==> src/rtl/cdcl_level_ctrl_pkg.sv <==
// cdcl_level_ctrl_pkg: shared state type and level-width helper for the CDCL level controller
package cdcl_level_ctrl_pkg;

    typedef enum logic [2:0] {
        S_IDLE,
        S_PROP,
        S_DECIDE,
        S_ANALYZE,
        S_BACKTRACK,
        S_DONE
    } state_e;

    function automatic int lw_f(input int literals);
        return $clog2(literals + 1);
    endfunction

endpackage

==> src/rtl/cdcl_level_ctrl_counter.sv <==
// counter: saturating up/down counter holding values 0..literals-1
module counter #(
    parameter int literals = 9,
    localparam int W = $clog2(literals)
) (
    input  logic         clk,
    input  logic         rst,
    input  logic         enable_i,
    input  logic         incr_i,
    output logic [W-1:0] count_o
);

    // count moves one step per enabled cycle and never wraps at either end
    always_ff @(posedge clk) begin
        if (!rst)
            count_o <= '0;
        else if (enable_i && incr_i && count_o != W'(literals - 1))
            count_o <= count_o + 1'b1;
        else if (enable_i && !incr_i && count_o != '0)
            count_o <= count_o - 1'b1;
    end

endmodule

==> src/rtl/cdcl_level_ctrl.sv <==
// cdcl_level_ctrl: CDCL decision-level sequencer driving propagate/decide/analyze/backtrack
module cdcl_level_ctrl
    import cdcl_level_ctrl_pkg::*;
#(
    parameter int LITERALS = 8,
    localparam int LW = lw_f(LITERALS)
) (
    input  logic          clk,
    input  logic          rst,
    input  logic          start,
    output logic          prop_start,
    input  logic          prop_done,
    input  logic          prop_conflict,
    output logic          decide_req,
    input  logic          decide_ack,
    input  logic          decide_none,
    output logic          ana_start,
    input  logic          ana_done,
    input  logic [LW-1:0] ana_level,
    output logic          bt_step,
    output logic [LW-1:0] level,
    output logic          done,
    output logic          sat
);

    state_e        state_q, state_d;
    logic [LW-1:0] target_q, target_d, level_d;
    logic          done_q, done_d, sat_q, sat_d;
    logic          prop_start_q, prop_start_d, ana_start_q, ana_start_d;
    logic          decide_req_q, decide_req_d, bt_step_q, bt_step_d;
    logic          cnt_en, cnt_inc;

    counter #(.literals(LITERALS + 1)) u_level (
        .clk      (clk),
        .rst      (rst),
        .enable_i (cnt_en),
        .incr_i   (cnt_inc),
        .count_o  (level)
    );

    // next state, counter control, and next values of the registered outputs
    always_comb begin
        state_d  = state_q;
        target_d = target_q;
        done_d   = done_q;
        sat_d    = sat_q;
        cnt_en   = 1'b0;
        cnt_inc  = 1'b0;
        case (state_q)
            S_IDLE: state_d = start ? S_PROP : S_IDLE;
            S_PROP: begin
                if (prop_done) begin
                    state_d = !prop_conflict ? S_DECIDE : (level == '0) ? S_DONE : S_ANALYZE;
                    done_d  = prop_conflict && level == '0;
                    sat_d   = 1'b0;
                end
            end
            S_DECIDE: begin
                if (level == LW'(LITERALS) || decide_none) begin
                    state_d = S_DONE;
                    done_d  = 1'b1;
                    sat_d   = 1'b1;
                end else if (decide_ack) begin
                    state_d = S_PROP;
                    cnt_en  = 1'b1;
                    cnt_inc = 1'b1;
                end
            end
            S_ANALYZE: begin
                if (ana_done) begin
                    state_d  = S_BACKTRACK;
                    target_d = (ana_level >= level) ? level - 1'b1 : ana_level;
                end
            end
            S_BACKTRACK: begin
                cnt_en  = level > target_q;
                state_d = (level > target_q && (level - 1'b1) != target_q) ? S_BACKTRACK : S_PROP;
            end
            S_DONE: begin
                if (start) begin
                    state_d  = S_BACKTRACK;
                    target_d = '0;
                    done_d   = 1'b0;
                    sat_d    = 1'b0;
                end
            end
            default: state_d = S_IDLE;
        endcase
        level_d      = cnt_en ? (cnt_inc ? level + 1'b1 : level - 1'b1) : level;
        prop_start_d = state_d == S_PROP && state_q != S_PROP;
        ana_start_d  = state_d == S_ANALYZE && state_q != S_ANALYZE;
        decide_req_d = state_d == S_DECIDE && level_d != LW'(LITERALS);
        bt_step_d    = state_d == S_BACKTRACK && level_d > target_d;
    end

    // state, backjump target and all outputs are registered
    always_ff @(posedge clk) begin
        if (!rst) begin
            state_q      <= S_IDLE;
            target_q     <= '0;
            done_q       <= 1'b0;
            sat_q        <= 1'b0;
            prop_start_q <= 1'b0;
            ana_start_q  <= 1'b0;
            decide_req_q <= 1'b0;
            bt_step_q    <= 1'b0;
        end else begin
            state_q      <= state_d;
            target_q     <= target_d;
            done_q       <= done_d;
            sat_q        <= sat_d;
            prop_start_q <= prop_start_d;
            ana_start_q  <= ana_start_d;
            decide_req_q <= decide_req_d;
            bt_step_q    <= bt_step_d;
        end
    end

    assign prop_start = prop_start_q;
    assign ana_start  = ana_start_q;
    assign decide_req = decide_req_q;
    assign bt_step    = bt_step_q;
    assign done       = done_q;
    assign sat        = sat_q;

endmodule
==> config.mk <==
export PLATFORM = sky130hd
export DESIGN_NAME = cdcl_level_ctrl
export DESIGN_NICKNAME = d
export VERILOG_FILES = /design/src/rtl/cdcl_level_ctrl_pkg.sv /design/src/rtl/cdcl_level_ctrl_counter.sv /design/src/rtl/cdcl_level_ctrl.sv
export SDC_FILE = /design/constraint.sdc
export NUM_CORES = 1
export LEC_CHECK = 0
export BUFFER_PORTS_ARGS = -buffer_cell sky130_fd_sc_hd__buf_2
export CORE_UTILIZATION = 50
export DETAILED_ROUTE_END_ITERATION = 10
export GPL_ROUTABILITY_DRIVEN = 0
export PLACE_DENSITY_LB_ADDON = 0.15
export SYNTH_ARGS = -nofsm -noshare
export SYNTH_HDL_FRONTEND = slang
export SYNTH_HIERARCHICAL = 1
export SYNTH_SLANG_ARGS = --single-unit
==> constraint.sdc <==
create_clock -name clk -period 7.9 [get_ports clk]
set_input_delay 1.58 -clock clk [delete_from_list [all_inputs] [get_ports clk]]
set_output_delay 1.58 -clock clk [all_outputs]
set_load 0.1 [all_outputs]
==> metrics.sh, run 1 <==
FINAL_NETS=260
CORE_AREA_MM2=0.00342
SYNTHESIS.AREA_MM2=0.00183
PIN_COUNT_OF_THE_BIGGEST_NET_ENTERING_GLOBAL_ROUTING=22
STARTPOINT_TYPE='input pin'
SYNTHADDERAREAFRAC_PCT=12.0
SIMPLE_GATE_FRACTION_OF_SYNTH_AREA_PCT=26.7
CTS_HTREE_LEVELS=1
YOSYS.CELL_COUNT.TOP_TYPE='inv_1'
END_KIND='flop'
CRITICAL_PATH_CLASS='input pin to flop'
GLOBALROUTEOVERFLOWTOTAL=0
FIN_UTIL_PCT=56.5
FINALHOLDVIOLATIONS=0
R2R-START='u_level/count_o[0]'
HPWL_UM=3260
ROUTE.FINAL.WIRE_LENGTH_UM=4200
MAPPEDNETLISTNETS=244
CLOCKROOTBUFFER='clkbuf_4'
YOSYS.AREA_SHARE.XOR_XNOR_PCT=6.70
CLK_LATENCY_NS=0.29
YOSYSUNIQUECELLTYPES=65
NUMCLOCKSINKS=17
FINALHOLDWORSTSLACK_NS=0.506
SYNTH-COMPOUND-AREA-SHARE_PCT=24.3
FLOORPLAN.ROWS=21
FF2FF_SETUP_SLACK_NS=4.31
POWER.DENSITY_mW_PER_MM2=96.3
GRTUSAGETOTAL_PCT=23.6
REGISTER_BIT_COUNT_REPORTED_BY_YOSYS=17
ARR_TIME_CRIT_PATH_NS=4.01
SYNTH_EDF_COUNT=0
COMBINATIONAL_FAMILY_WITH_THE_MOST_AREA_AFTER_SYNTHESIS='simple AND/OR/NAND/NOR gates'
IO_BUFFERS=21
VDD.IR_DROP.WORST_uV=75.3
NUMBER_OF_SLEW_LIMIT_VIOLATIONS_IN_THE_FINAL_REPORT=0
FMAXACHIEVABLE_GHz=0.260
MOST_AREA_HUNGRY_CELL_TYPE_IN_THE_YOSYS_NETLIST='dfxtp_1'
FINAL_ANTENNA_NET_COUNT=0
YOSYS_WARNINGS=6
DRV.MAX_CAP_VIOLATION_COUNT=0
FINAL_LAYOUT_SIZE_SUFFIX_GT1_SHARE_PCT=16.5
CTS_INSERTED_BUFFERS=3
POST_DRT_VIA_CELL_RATIO=5.94
CLKTRANSATPATHREGS_NS=0.11
TIMING.REG2REG.WORST_PATH_DEPTH=12
TIMING.HOLD.WORST.START='sat'
SYNTH.TOP_CELLS.BY_AREA='dfxtp_1 (19%), ha_1 (11%), xnor2_1 (4.3%)'
SYNTHMUXAREASHARE_PCT=2.74
MAX_SLEW.WORST_PIN.SLEW_NS=0.643
CTSHOLDBUFFERS=0
CRITICAL_PATH.REG2REG.ENDPOINT='u_level/count_o[3]'
DIE_W_UM=62.5
SYN_INST=215
POST_CTS.RESIZED_INSTANCES=0
DIE_AREA_MM2=0.00390
WORST_HOLD_PATH.NUM_CELLS=2
LEAKAGEPOWER_nW=0.789
DRTPASS1ITERATIONS=4
SYNTH_COMMON_CELLS='inv_1 (19), dfxtp_1 (17), ha_1 (16)'
ROUTED_WIRE_LENGTH_PER_INSTANCE_UM=15.2
SKEW_NS=0.000867
SYNTH.YOSYS.SEQ_AREA_SHARE_PCT=18.6
FILL_CELLS=347
YS_DOMINANT_REG_CELL='dfxtp_1'
INITIALDRTVIOLATIONCOUNT=95
TRITONCTS_CLOCK_TREE='built'
POSTCTSSETUPBUFFERS=0
GRT_FIRST_PASS_WIRELENGTH_UM=7440
FLOW.AREA_GROWTH_FROM_SYNTHESIS_PCT=5.54
TOP_LEVEL_PORTS=22
GRT_SETUP_UNREPAIRED='no'
DIE_HEIGHT_UM=62.5
OUTCOME='complete, no violations'
VIA_COUNT_OF_THE_FIRST_GLOBAL_ROUTING_PASS=1567
CRITPATHMAXFANOUT=4
SETUP_WS_NS=4.06
FINAL_CRITICAL_PATH_REQUIRED_PERIOD_NS=3.84
RELSLEWSLACK_PCT=57.0
SETUP-TNS-FINAL_NS=0
TIMING.HOLD.WORST_ENDPOINT='sat'
DRCVIOLATIONCOUNT=0
ANTENNADIODECOUNT=0
FINAL-SETUP-VIOL-COUNT=0
SYN_AVG_CELL_AREA_UM2=8.51
ASYNC_FLOP_SHARE_PCT=0
FIN_CRIT_SH_PCT=48.6
CTSLONGESTPATHBUFFERS=2
SYNTH_LARGEST_TYPE_AREA_FRACTION_PCT=18.6
VIA_COUNT=1639
POST-PLACE-WS_NS=3.78
GRT_ANTENNA_BEFORE_REPAIR=0
HOLD_PATH_CLASS='flop to flop'
TIMING.CRITICAL_PATH.REQUIRED_NS=8.07
INITIAL_STANDARD_CELL_UTILIZATION_OF_THE_CORE_PCT=53.6
[layout make-up]
type                       instances  area (um2)  share of cell area (%)
inverter                          20        76.3                    3.95
tap                               46        57.6                    2.98
timing repair buffer              21         105                    5.44
multi-input combinational        168        1330                    68.6
sequential                        17         340                    17.6
clock buffer                       4        26.3                    1.36
[sequential cells by signal, summed over array words and instances, names as in the netlist]
name,count
prop_start,1
bt_step,1
ana_start,1
target_q,4
decide_req,1
state_q,3
u_level/count_o,4
done,1
sat,1
[critical path: stages]
cell and delay [ns]:
buf_2 0.08, inv_1 0.04, ha_1 0.27, nand2b_1 0.14, a21o_1 0.19, a21oi_1 0.18, o21ai_0 0.20, a211oi_1 0.33
ha_1 0.30, nor2b_1 0.13, o21a_1 0.16, o21a_1 0.16, o2111ai_1 0.18, nor3_1 0.07
[where the power goes]
part,switching [mW],total (mW),leakage [nW],internal [mW]
sequential,0.00433,0.0928,0.138,0.0884
combinational,0.0293,0.0435,0.636,0.0142
clock,0.0300,0.0497,0.0150,0.0196
total,0.0636,0.186,0.789,0.122
[per-layer routing]
layer	vias up	global-route usage, %	part of all wire, %
met5	-	0	0
met4	0	4.36	0.86
met3	4	4.20	4.6
met2	36	39.0	47
met1	766	32.2	47
li1	833	-	-
[metrics by stage]
stage	cell area, um2	power (mW)	instances
floorplan	1830	0.128	215
global placement	1900	0.138	272
detailed placement	1900	0.138	272
CTS	1930	0.189	276
global route	1930	0.199	276
finish	1930	0.186	276
[kinds of logic (layout without fill, tap and decap cells)]
group | after synthesis | after routing
AOI/OAI and AO/OA | 53 | 53
xor gates and xnor gates | 14 | 14
adders and majority gates | 17 | 17
buffers and inverters | 30 | 45
DFF | 17 | 17
muxes | 5 | 5
and+or+nand+nor | 79 | 79
[worst max-delay path by stage]
stage	startpoint	cells after the start	slack [ns]	to
after floorplan	u_level/count_o[0]	12	3.99	u_level/count_o[3]
after global placement	ana_level[0]	14	3.86	bt_step
after detailed placement	ana_level[0]	14	3.78	bt_step
after CTS	ana_level[0]	14	4.10	bt_step
after global routing	ana_level[0]	14	3.93	bt_step
final	ana_level[0]	14	4.06	bt_step
[placed cells by master (no fill, tap or decap), types with 2 or more instances in the layout]
cell type  netlist  layout
a211o_1          2       2
a211oi_1         8       8
a21o_1           3       3
a21oi_1          5       5
a31oi_1          3       3
and2_1           5       5
and2_2           2       2
and3b_1          2       2
buf_2            2      21
clkbuf_4         0       3
dfxtp_1         17      17
ha_1            16      16
inv_1           19      19
mux2i_1          5       5
nand2_1          9       9
nand2b_1         2       2
nand3_1         15      15
nand3b_1         2       2
nand4_1          3       3
nand4b_1         2       2
nor2_1          11      11
nor2b_1          4       4
nor3_1           6       6
nor3b_1          5       5
nor4_1           2       2
o2111ai_1        3       3
o211ai_1         3       3
o21a_1           2       2
o21ai_0          3       3
o311ai_0         2       2
xnor2_1          9       9
xor2_1           5       5
Power figures use the tool's default switching activity.
==> inputs of run 2 (changes only) <==
ABC_AREA = 1   (was default)
clock period = 3.3 ns   (was 7.9 ns; I/O delays follow)
==> run 2 against run 1 <==
  * Power rose by 130%
  * Largest cell class unchanged
  * Global-route usage rose by 1.6 points
  * Critical path depth fell by 1
==> metrics.sh, run 2 <==
MAPPEDNETLISTNETS=288  # was 244
ENDPOINT='bt_step'  # unchanged
POST_DRT_VIA_CELL_RATIO=5.02  # was 5.94
ARR_TIME_CRIT_PATH_NS=3.14  # was 4.01 ns
FINAL_NETS=316  # was 260
STARTPOINT_TYPE='flop'  # was input pin
FINAL_LAYOUT_SIZE_SUFFIX_GT1_SHARE_PCT=17.8  # was 16.5%
ASYNC_FLOP_SHARE_PCT=0  # unchanged
NUMBER_OF_SLEW_LIMIT_VIOLATIONS_IN_THE_FINAL_REPORT=0  # unchanged
SYN_INST=259  # was 215
YS_DOMINANT_REG_CELL='dfxtp_1'  # unchanged
LARGEST_REGISTERS='target_q: 4 flops, u_level/count_o: 4 flops, state_q: 3 flops'  # unchanged
POST-PLACE-CELLS=326  # was 272
REGISTER_BIT_COUNT_REPORTED_BY_YOSYS=17  # unchanged
FMAXACHIEVABLE_GHz=0.341
INITIAL_STANDARD_CELL_UTILIZATION_OF_THE_CORE_PCT=52.7  # was 53.6%
FIN_CRIT_SH_PCT=88.9
TOP_LEVEL_PORTS=22  # unchanged
CLOCKROOTBUFFER='clkbuf_4'  # unchanged
OUTCOME='complete, no violations'  # unchanged
TIMING.CRITICAL_PATH.SLOWEST_CELL_DELAY_NS=0.55  # was 0.33 ns
FINAL_CRITICAL_PATH_REQUIRED_PERIOD_NS=2.93
CTS_INSERTED_BUFFERS=3  # unchanged
TIMING.CRITICAL_PATH.REQUIRED_NS=3.51  # was 8.07 ns
END_KIND='flop'  # unchanged
CRITICAL_PATH.REG2REG.ENDPOINT='bt_step'  # was u_level/count_o[3]
LEAKAGEPOWER_nW=0.969  # was 0.789 nW
TRITONCTS_CLOCK_TREE='built'  # unchanged
PATH_BUF_INV=2  # unchanged
DIE_HEIGHT_UM=58.7  # was 62.5 um
SYN_AVG_CELL_AREA_UM2=6.21  # was 8.51 um2
FINAL-SETUP-VIOL-COUNT=0  # unchanged
VIA_COUNT_OF_THE_FIRST_GLOBAL_ROUTING_PASS=1450  # was 1,567
POST_CTS.RESIZED_INSTANCES=0  # unchanged
YOSYSUNIQUECELLTYPES=28  # was 65
HPWL_UM=3210  # was 3260 um
CTSHOLDBUFFERS=0  # unchanged
VDD.IR_DROP.WORST_uV=239  # was 75.3 uV
CRITICAL_PATH_CLASS='flop to flop'  # was input pin to flop
IO_BUFFERS=21  # unchanged
VIA_COUNT=1658  # was 1,639
SYNTH_EDF_COUNT=0  # unchanged
YOSYS.CELL_COUNT.TOP_TYPE='nand2_1'  # was inv_1
FLOW.AREA_GROWTH_FROM_SYNTHESIS_PCT=12.7  # was 5.54%
DIE_AREA_MM2=0.00345  # was 0.00390 mm2
FINAL_ANTENNA_NET_COUNT=0  # unchanged
SYNTH_LARGEST_TYPE_AREA_FRACTION_PCT=21.2  # was 18.6%
DRTPASS1ITERATIONS=4  # unchanged
POSTCTSSETUPBUFFERS=0  # unchanged
MOST_AREA_HUNGRY_CELL_TYPE_IN_THE_YOSYS_NETLIST='dfxtp_1'  # unchanged
YOSYS_WARNINGS=6  # unchanged
PIN_COUNT_OF_THE_BIGGEST_NET_ENTERING_GLOBAL_ROUTING=13  # was 22
PATH_COMMON_CELL='nand2_1'
FILL_CELLS=344  # was 347
WORST_HOLD_PATH.NUM_CELLS=2  # unchanged
MAX_SLEW.WORST_PIN.SLEW_NS=0.488  # was 0.643 ns
CELL_AREA_REPORTED_AFTER_DETAILED_PLACEMENT_MM2=0.00179  # was 0.00190 mm2
FINISH.CELL_COUNT_WITHOUT_FILLERS=330  # was 276
SKEW_NS=0.00603  # was 0.000867 ns
GRTUSAGETOTAL_PCT=25.2  # was 23.6%
CRITICAL_PATH.CELL_CHAIN='inv_1 > ha_1 > a21oi_1 > nand3_1 > nand2_1 > nand3_1 > a21boi_0 > ha_1 > nand2_1 > inv_1 > a32oi_1 > nand2_1 > nor3_1'  # was buf_2 > inv_1 > ha_1 > nand2b_1 > a21o_1 > a21oi_1 > o21ai_0 > a211oi_1 > ha_1 > nor2b_1 > o21a_1 > o21a_1 > o2111ai_1 > nor3_1
CORE_AREA_MM2=0.00305  # was 0.00342 mm2
CTSLONGESTPATHBUFFERS=2  # unchanged
FLOORPLAN.ROWS=20  # was 21
DRCVIOLATIONCOUNT=0  # unchanged
SYNTH_COMMON_CELLS='nand2_1 (71), inv_1 (39), nor2_1 (29)'  # was inv_1 (19), dfxtp_1 (17), ha_1 (16)
STDCELL_AREA_MM2=0.00181  # was 0.00193 mm2
STARTPOINT='u_level/count_o[3]'  # was ana_level[0]
SYNTHESIS.AREA_MM2=0.00161  # was 0.00183 mm2
FF2FF_SETUP_SLACK_NS=0.37  # was 4.31 ns
PATH_DEPTH=13  # was 14
LAYOUT_COMMON_CELLS='nand2_1 (71), inv_1 (39), nor2_1 (29), nand3_1 (23), buf_2 (21)'  # was buf_2 (21), inv_1 (19), dfxtp_1 (17), ha_1 (16), nand3_1 (15)
ANTENNADIODECOUNT=0  # unchanged
CRITPATHSLOWESTCELL='dfxtp_1'  # was a211oi_1
TIMING.REG2REG.WORST_PATH_DEPTH=13  # was 12
INITIALDRTVIOLATIONCOUNT=124  # was 95
DIE_W_UM=58.7  # was 62.5 um
NUMCLOCKSINKS=17  # unchanged
TIMING.CRITICAL_PATH.MAX_DELAY_FAMILY='simple AND/OR/NAND/NOR gates'  # was compound AO/OA/AOI/OAI gates
SYNTH.YOSYS.SEQ_AREA_SHARE_PCT=21.2  # was 18.6%
GRT_SETUP_UNREPAIRED='no'  # unchanged
HOLD_PATH_CLASS='flop to flop'  # unchanged
SETUP-TNS-FINAL_NS=0  # unchanged
POWER.DENSITY_mW_PER_MM2=231  # was 96.3 mW/mm2
ROUTE.FINAL.WIRE_LENGTH_UM=3870  # was 4200 um
CRITPATHMAXFANOUT=9  # was 4
SYNTH.TOP_CELLS.BY_AREA='dfxtp_1 (21%), nand2_1 (17%), ha_1 (12%)'  # was dfxtp_1 (19%), ha_1 (11%), xnor2_1 (4.3%)
FINALHOLDVIOLATIONS=0  # unchanged
CLKTRANSATPATHREGS_NS=0.10  # was 0.11 ns
R2R-START='u_level/count_o[3]'  # was u_level/count_o[0]
GRT_ANTENNA_BEFORE_REPAIR=0  # unchanged
CLK_LATENCY_NS=0.28  # was 0.29 ns
RELSLEWSLACK_PCT=67.7  # was 57.0%
GRT_FIRST_PASS_WIRELENGTH_UM=6590  # was 7440 um
GLOBALROUTEOVERFLOWTOTAL=0  # unchanged
ROUTED_WIRE_LENGTH_PER_INSTANCE_UM=11.7  # was 15.2 um
CTS_HTREE_LEVELS=1  # unchanged
LAYOUT_COMMONEST_CELL='nand2_1'  # was buf_2
DRV.MAX_CAP_VIOLATION_COUNT=0  # unchanged
==> run 2: changes by cell type after synthesis, sizes merged, moves of 9 or more <==
cell,before,now
nor2,11,34
xnor2,9,0
nand2,9,79
inv,19,42
nand3,15,27
==> run 2: through the flow <==
stage	worst slack, ns	utilization (%)	hold WS, ns	total power, mW
6_report	0.367	59.3	0.487	0.419
3_5_place_dp	0.378	58.5	0.472	0.313
2_1_floorplan	0.0995	-	0.471	0.288
3_3_place_gp	0.550	58.5	0.473	0.313
4_1_cts	0.436	59.3	0.486	0.421
5_1_grt	0.133	59.3	0.512	0.442
==> run 2: area by class of cell <==
| type | instances | area [um2] | area share, % |
|---|---|---|---|
| sequential | 17 | 343 | 18.9 |
| clock buffer | 4 | 26.3 | 1.45 |
| multi-input combinational | 200 | 1110 | 61.3 |
| tap | 44 | 55.1 | 3.04 |
| inverter | 42 | 158 | 8.70 |
| timing repair buffer | 23 | 120 | 6.63 |
==> run 2: how the worst min path moves through the flow <==
stage          slack, ns        start           to
2_1_floorplan       0.47  target_q[0]  target_q[0]
3_3_place_gp        0.47          sat          sat
3_5_place_dp        0.47          sat          sat
4_1_cts             0.49          sat          sat
5_1_grt             0.51          sat          sat
6_report            0.49          sat          sat
==> run 2: cell families (layout without fill, tap and decap cells) <==
| logic type | Yosys count | after routing | synth area share (%) |
|---|---|---|---|
| flops | 17 | 17 | 21.2 |
| xor+xnor | 3 | 3 | 1.63 |
| compound gates | 31 | 31 | 11.2 |
| fa+ha+maj | 17 | 17 | 13.7 |
| simple gates | 149 | 149 | 42.5 |
| buf+inv | 42 | 69 | 9.81 |
==> run 2: power by group <==
group	leakage, nW	total (mW)	switching [mW]	internal, mW
sequential	0.139	0.215	0.00405	0.211
combinational	0.816	0.0937	0.0684	0.0253
clock	0.0150	0.110	0.0629	0.0468
total	0.969	0.419	0.135	0.283
==> run 2: worst reg2reg max path, cell delays in order, from the launching register on <==
cell and delay, ns:
dfxtp_1 0.55, inv_1 0.17, ha_1 0.34, a21oi_1 0.20
nand3_1 0.21, nand2_1 0.11, nand3_1 0.06, a21boi_0 0.33
ha_1 0.32, nand2_1 0.09, inv_1 0.05, a32oi_1 0.18
nand2_1 0.07, nor3_1 0.17
==> run 2: metal layers <==
layer / part of all wire [%] / global-route usage (%) / up-vias
met1: 49 / 35.2 / 725
met4: 0.72 / 4.08 / 0
met5: 0 / 0 / -
met3: 4.2 / 3.08 / 4
met2: 46 / 42.5 / 38
li1: - / - / 891
==> inputs of run 3 (changes only) <==
ABC_AREA = 0   (was 1)
CORE_UTILIZATION = 41   (was 50)
==> run 3 against run 2 <==
  * Worst setup slack worse by 0.068 ns
  * Non-clock buffer count is 10 higher
  * Combinational power is 25% higher
  * Clock skew is 0.0042 ns lower
  * Routed wire length is 18% higher
  * Sequential cell count stayed put
  * Power is 21% higher
  * Sequential power hardly changed
  * Via count is 2.0% higher
  * Critical path type unchanged
==> metrics.sh, run 3 (synthesis gave the netlist of run 1 again) <==
TIMING.CRITICAL_PATH.MAX_DELAY_FAMILY='compound AO/OA/AOI/OAI gates'  # was simple AND/OR/NAND/NOR gates
OUTCOME='complete, no violations'  # unchanged
GLOBALROUTEOVERFLOWTOTAL=0  # unchanged
DIE_W_UM=68.8  # was 58.7 um
VDD.IR_DROP.WORST_uV=137  # was 239 uV
VIA_COUNT_OF_THE_FIRST_GLOBAL_ROUTING_PASS=1553  # was 1,450
FINAL_NETS=272  # was 316
CTS_HTREE_LEVELS=1  # unchanged
CRITICAL_PATH.CELL_CHAIN='buf_4 > ha_1 > nand2b_1 > a21o_1 > a21oi_1 > o21ai_0 > a211oi_1 > ha_1 > nor2b_1 > o21a_1 > o21a_1 > o2111ai_1 > nor3_1'  # was inv_1 > ha_1 > a21oi_1 > nand3_1 > nand2_1 > nand3_1 > a21boi_0 > ha_1 > nand2_1 > inv_1 > a32oi_1 > nand2_1 > nor3_1
ROUTED_WIRE_LENGTH_PER_INSTANCE_UM=15.6  # was 11.7 um
POWER.DENSITY_mW_PER_MM2=247  # was 231 mW/mm2
TIMING.CRITICAL_PATH.REQUIRED_NS=3.44  # was 3.51 ns
FF2FF_SETUP_SLACK_NS=0.30  # was 0.37 ns
SETUP-TNS-FINAL_NS=0  # unchanged
GRTUSAGETOTAL_PCT=21.6  # was 25.2%
FINAL_CRITICAL_PATH_REQUIRED_PERIOD_NS=3.00  # was 2.93 ns
CLK_LATENCY_NS=0.27  # was 0.28 ns
TIMING.CRITICAL_PATH.SLOWEST_CELL_DELAY_NS=0.35  # was 0.55 ns
LARGEST_REGISTERS='target_q: 4 flops, u_level/count_o: 4 flops, state_q: 3 flops'  # unchanged
POST_CTS.RESIZED_INSTANCES=0  # unchanged
PIN_COUNT_OF_THE_BIGGEST_NET_ENTERING_GLOBAL_ROUTING=22  # was 13
CLOCKROOTBUFFER='clkbuf_8'  # was clkbuf_4
LEAKAGEPOWER_nW=0.860  # was 0.969 nW
HPWL_UM=3520  # was 3210 um
FIN_UTIL_PCT=49.7  # was 59.3%
INITIAL_STANDARD_CELL_UTILIZATION_OF_THE_CORE_PCT=44.1  # was 52.7%
TOP_LEVEL_PORTS=22  # unchanged
END_KIND='flop'  # unchanged
CTS_INSERTED_BUFFERS=3  # unchanged
CTSLONGESTPATHBUFFERS=2  # unchanged
CTSHOLDBUFFERS=0  # unchanged
POST-PLACE-CELLS=288  # was 326
ANTENNADIODECOUNT=0  # unchanged
GRT_FIRST_PASS_WIRELENGTH_UM=7470  # was 6590 um
FLOW.AREA_GROWTH_FROM_SYNTHESIS_PCT=12.5  # was 12.7%
FINAL_LAYOUT_SIZE_SUFFIX_GT1_SHARE_PCT=22.7  # was 17.8%
ROUTE.FINAL.WIRE_LENGTH_UM=4560  # was 3870 um
FINAL-SETUP-VIOL-COUNT=0  # unchanged
FINAL_ANTENNA_NET_COUNT=0  # unchanged
CRITPATHSLOWESTCELL='dfxtp_4'  # was dfxtp_1
ARR_TIME_CRIT_PATH_NS=3.14  # about the same
DIE_HEIGHT_UM=68.8  # was 58.7 um
TRITONCTS_CLOCK_TREE='built'  # unchanged
NUMBER_OF_SLEW_LIMIT_VIOLATIONS_IN_THE_FINAL_REPORT=0  # unchanged
GRT_ANTENNA_BEFORE_REPAIR=0  # unchanged
CRITPATHMAXFANOUT=13  # was 9
DIE_AREA_MM2=0.00473  # was 0.00345 mm2
FINALHOLDVIOLATIONS=0  # unchanged
PATH_BUF_INV=1  # was 2
MAX_SLEW.WORST_PIN.SLEW_NS=0.571  # was 0.488 ns
LAYOUT_COMMONEST_CELL='buf_2'  # was nand2_1
LAYOUT_COMMON_CELLS='buf_2 (21), inv_1 (19), ha_1 (16), nand3_1 (15), dfxtp_1 (13)'  # was nand2_1 (71), inv_1 (39), nor2_1 (29), nand3_1 (23), buf_2 (21)
INITIALDRTVIOLATIONCOUNT=129  # was 124
FMAXACHIEVABLE_GHz=0.333  # was 0.341 GHz
HOLD_PATH_CLASS='flop to flop'  # unchanged
DRV.MAX_CAP_VIOLATION_COUNT=0  # unchanged
GRT_SETUP_UNREPAIRED='no'  # unchanged
IO_BUFFERS=21  # unchanged
DRCVIOLATIONCOUNT=0  # unchanged
RELSLEWSLACK_PCT=61.7  # was 67.7%
FIN_CRIT_SH_PCT=90.9  # was 88.9%
CORE_AREA_MM2=0.00414  # was 0.00305 mm2
CLKTRANSATPATHREGS_NS=0.08  # was 0.10 ns
POSTCTSSETUPBUFFERS=0  # unchanged
NUMCLOCKSINKS=17  # unchanged
FLOORPLAN.ROWS=23  # was 20
STARTPOINT_TYPE='flop'  # unchanged
FINISH.CELL_COUNT_WITHOUT_FILLERS=292  # was 330
DRTPASS1ITERATIONS=4  # unchanged
VIA_COUNT=1691  # was 1,658
SKEW_NS=0.00188  # was 0.00603 ns
CRITICAL_PATH_CLASS='flop to flop'  # unchanged
POST_DRT_VIA_CELL_RATIO=5.79  # was 5.02
-- run 3: changes by cell type in the layout (fill, tap and decap cells not counted), moves of 8 or more --
cell,previous run,this run
nand2_1,71,9
buf_4,2,12
a211oi_1,0,8
o21ai_0,11,3
nor2_1,29,11
inv_1,39,19
xnor2_1,0,9
nand3_1,23,15
-- run 3: worst reg2reg max path, stage by stage (launching register included) --
cell,delay (ns)
dfxtp_4,0.35
buf_4,0.22
ha_1,0.26
nand2b_1,0.15
a21o_1,0.19
a21oi_1,0.17
o21ai_0,0.19
a211oi_1,0.33
ha_1,0.29
nor2b_1,0.13
o21a_1,0.16
o21a_1,0.16
o2111ai_1,0.20
nor3_1,0.07
-- run 3: report_power, final --
| part | internal, mW | total (mW) | switching, mW |
|---|---|---|---|
| clock network | 0.0856 | 0.176 | 0.0905 |
| logic | 0.0390 | 0.117 | 0.0785 |
| registers | 0.210 | 0.214 | 0.00411 |
| total | 0.334 | 0.507 | 0.173 |
-- run 3: layout make-up --
| class | instances | area [um2] |
|---|---|---|
| repair buffers | 33 | 195 |
| clock buffers | 3 | 41.3 |
| fillers | 415 | 2090 |
| well taps | 50 | 62.6 |
| clock inverters | 1 | 7.51 |
| flip-flops and latches | 17 | 350 |
| multi-input cells | 168 | 1330 |
| inverters | 20 | 76.3 |
-- run 3: stage by stage --
| stage | setup WS, ns | cell area (um2) | power [mW] | hold slack, ns |
|---|---|---|---|---|
| 6_report | 0.300 | 2060 | 0.507 | 0.502 |
| 5_1_grt | 0.0583 | 2060 | 0.531 | 0.538 |
| 4_1_cts | 0.322 | 2060 | 0.515 | 0.500 |
| 3_5_place_dp | 0.106 | 2010 | 0.336 | 0.486 |
| 3_3_place_gp | 0.168 | 2010 | 0.336 | 0.483 |
| 2_1_floorplan | 0.143 | 1840 | 0.306 | 0.483 |
-- run 3: path summary, 6_finish.rpt --
kind                 startpoint  cells past startpoint  endpoint
max          u_level/count_o[0]                     13   bt_step
min                         sat                      2       sat
max reg2reg  u_level/count_o[0]                     13   bt_step
min reg2reg                 sat                      2       sat
-- run 3: per-layer routing --
layer / track usage [%] / routed length [um] / vias up
li1: - / - / 861
met1: 30.4 / 2280 / 784
met2: 33.0 / 2010 / 39
met3: 3.95 / 215 / 7
met4: 7.40 / 62 / 0
met5: 0 / 0 / -
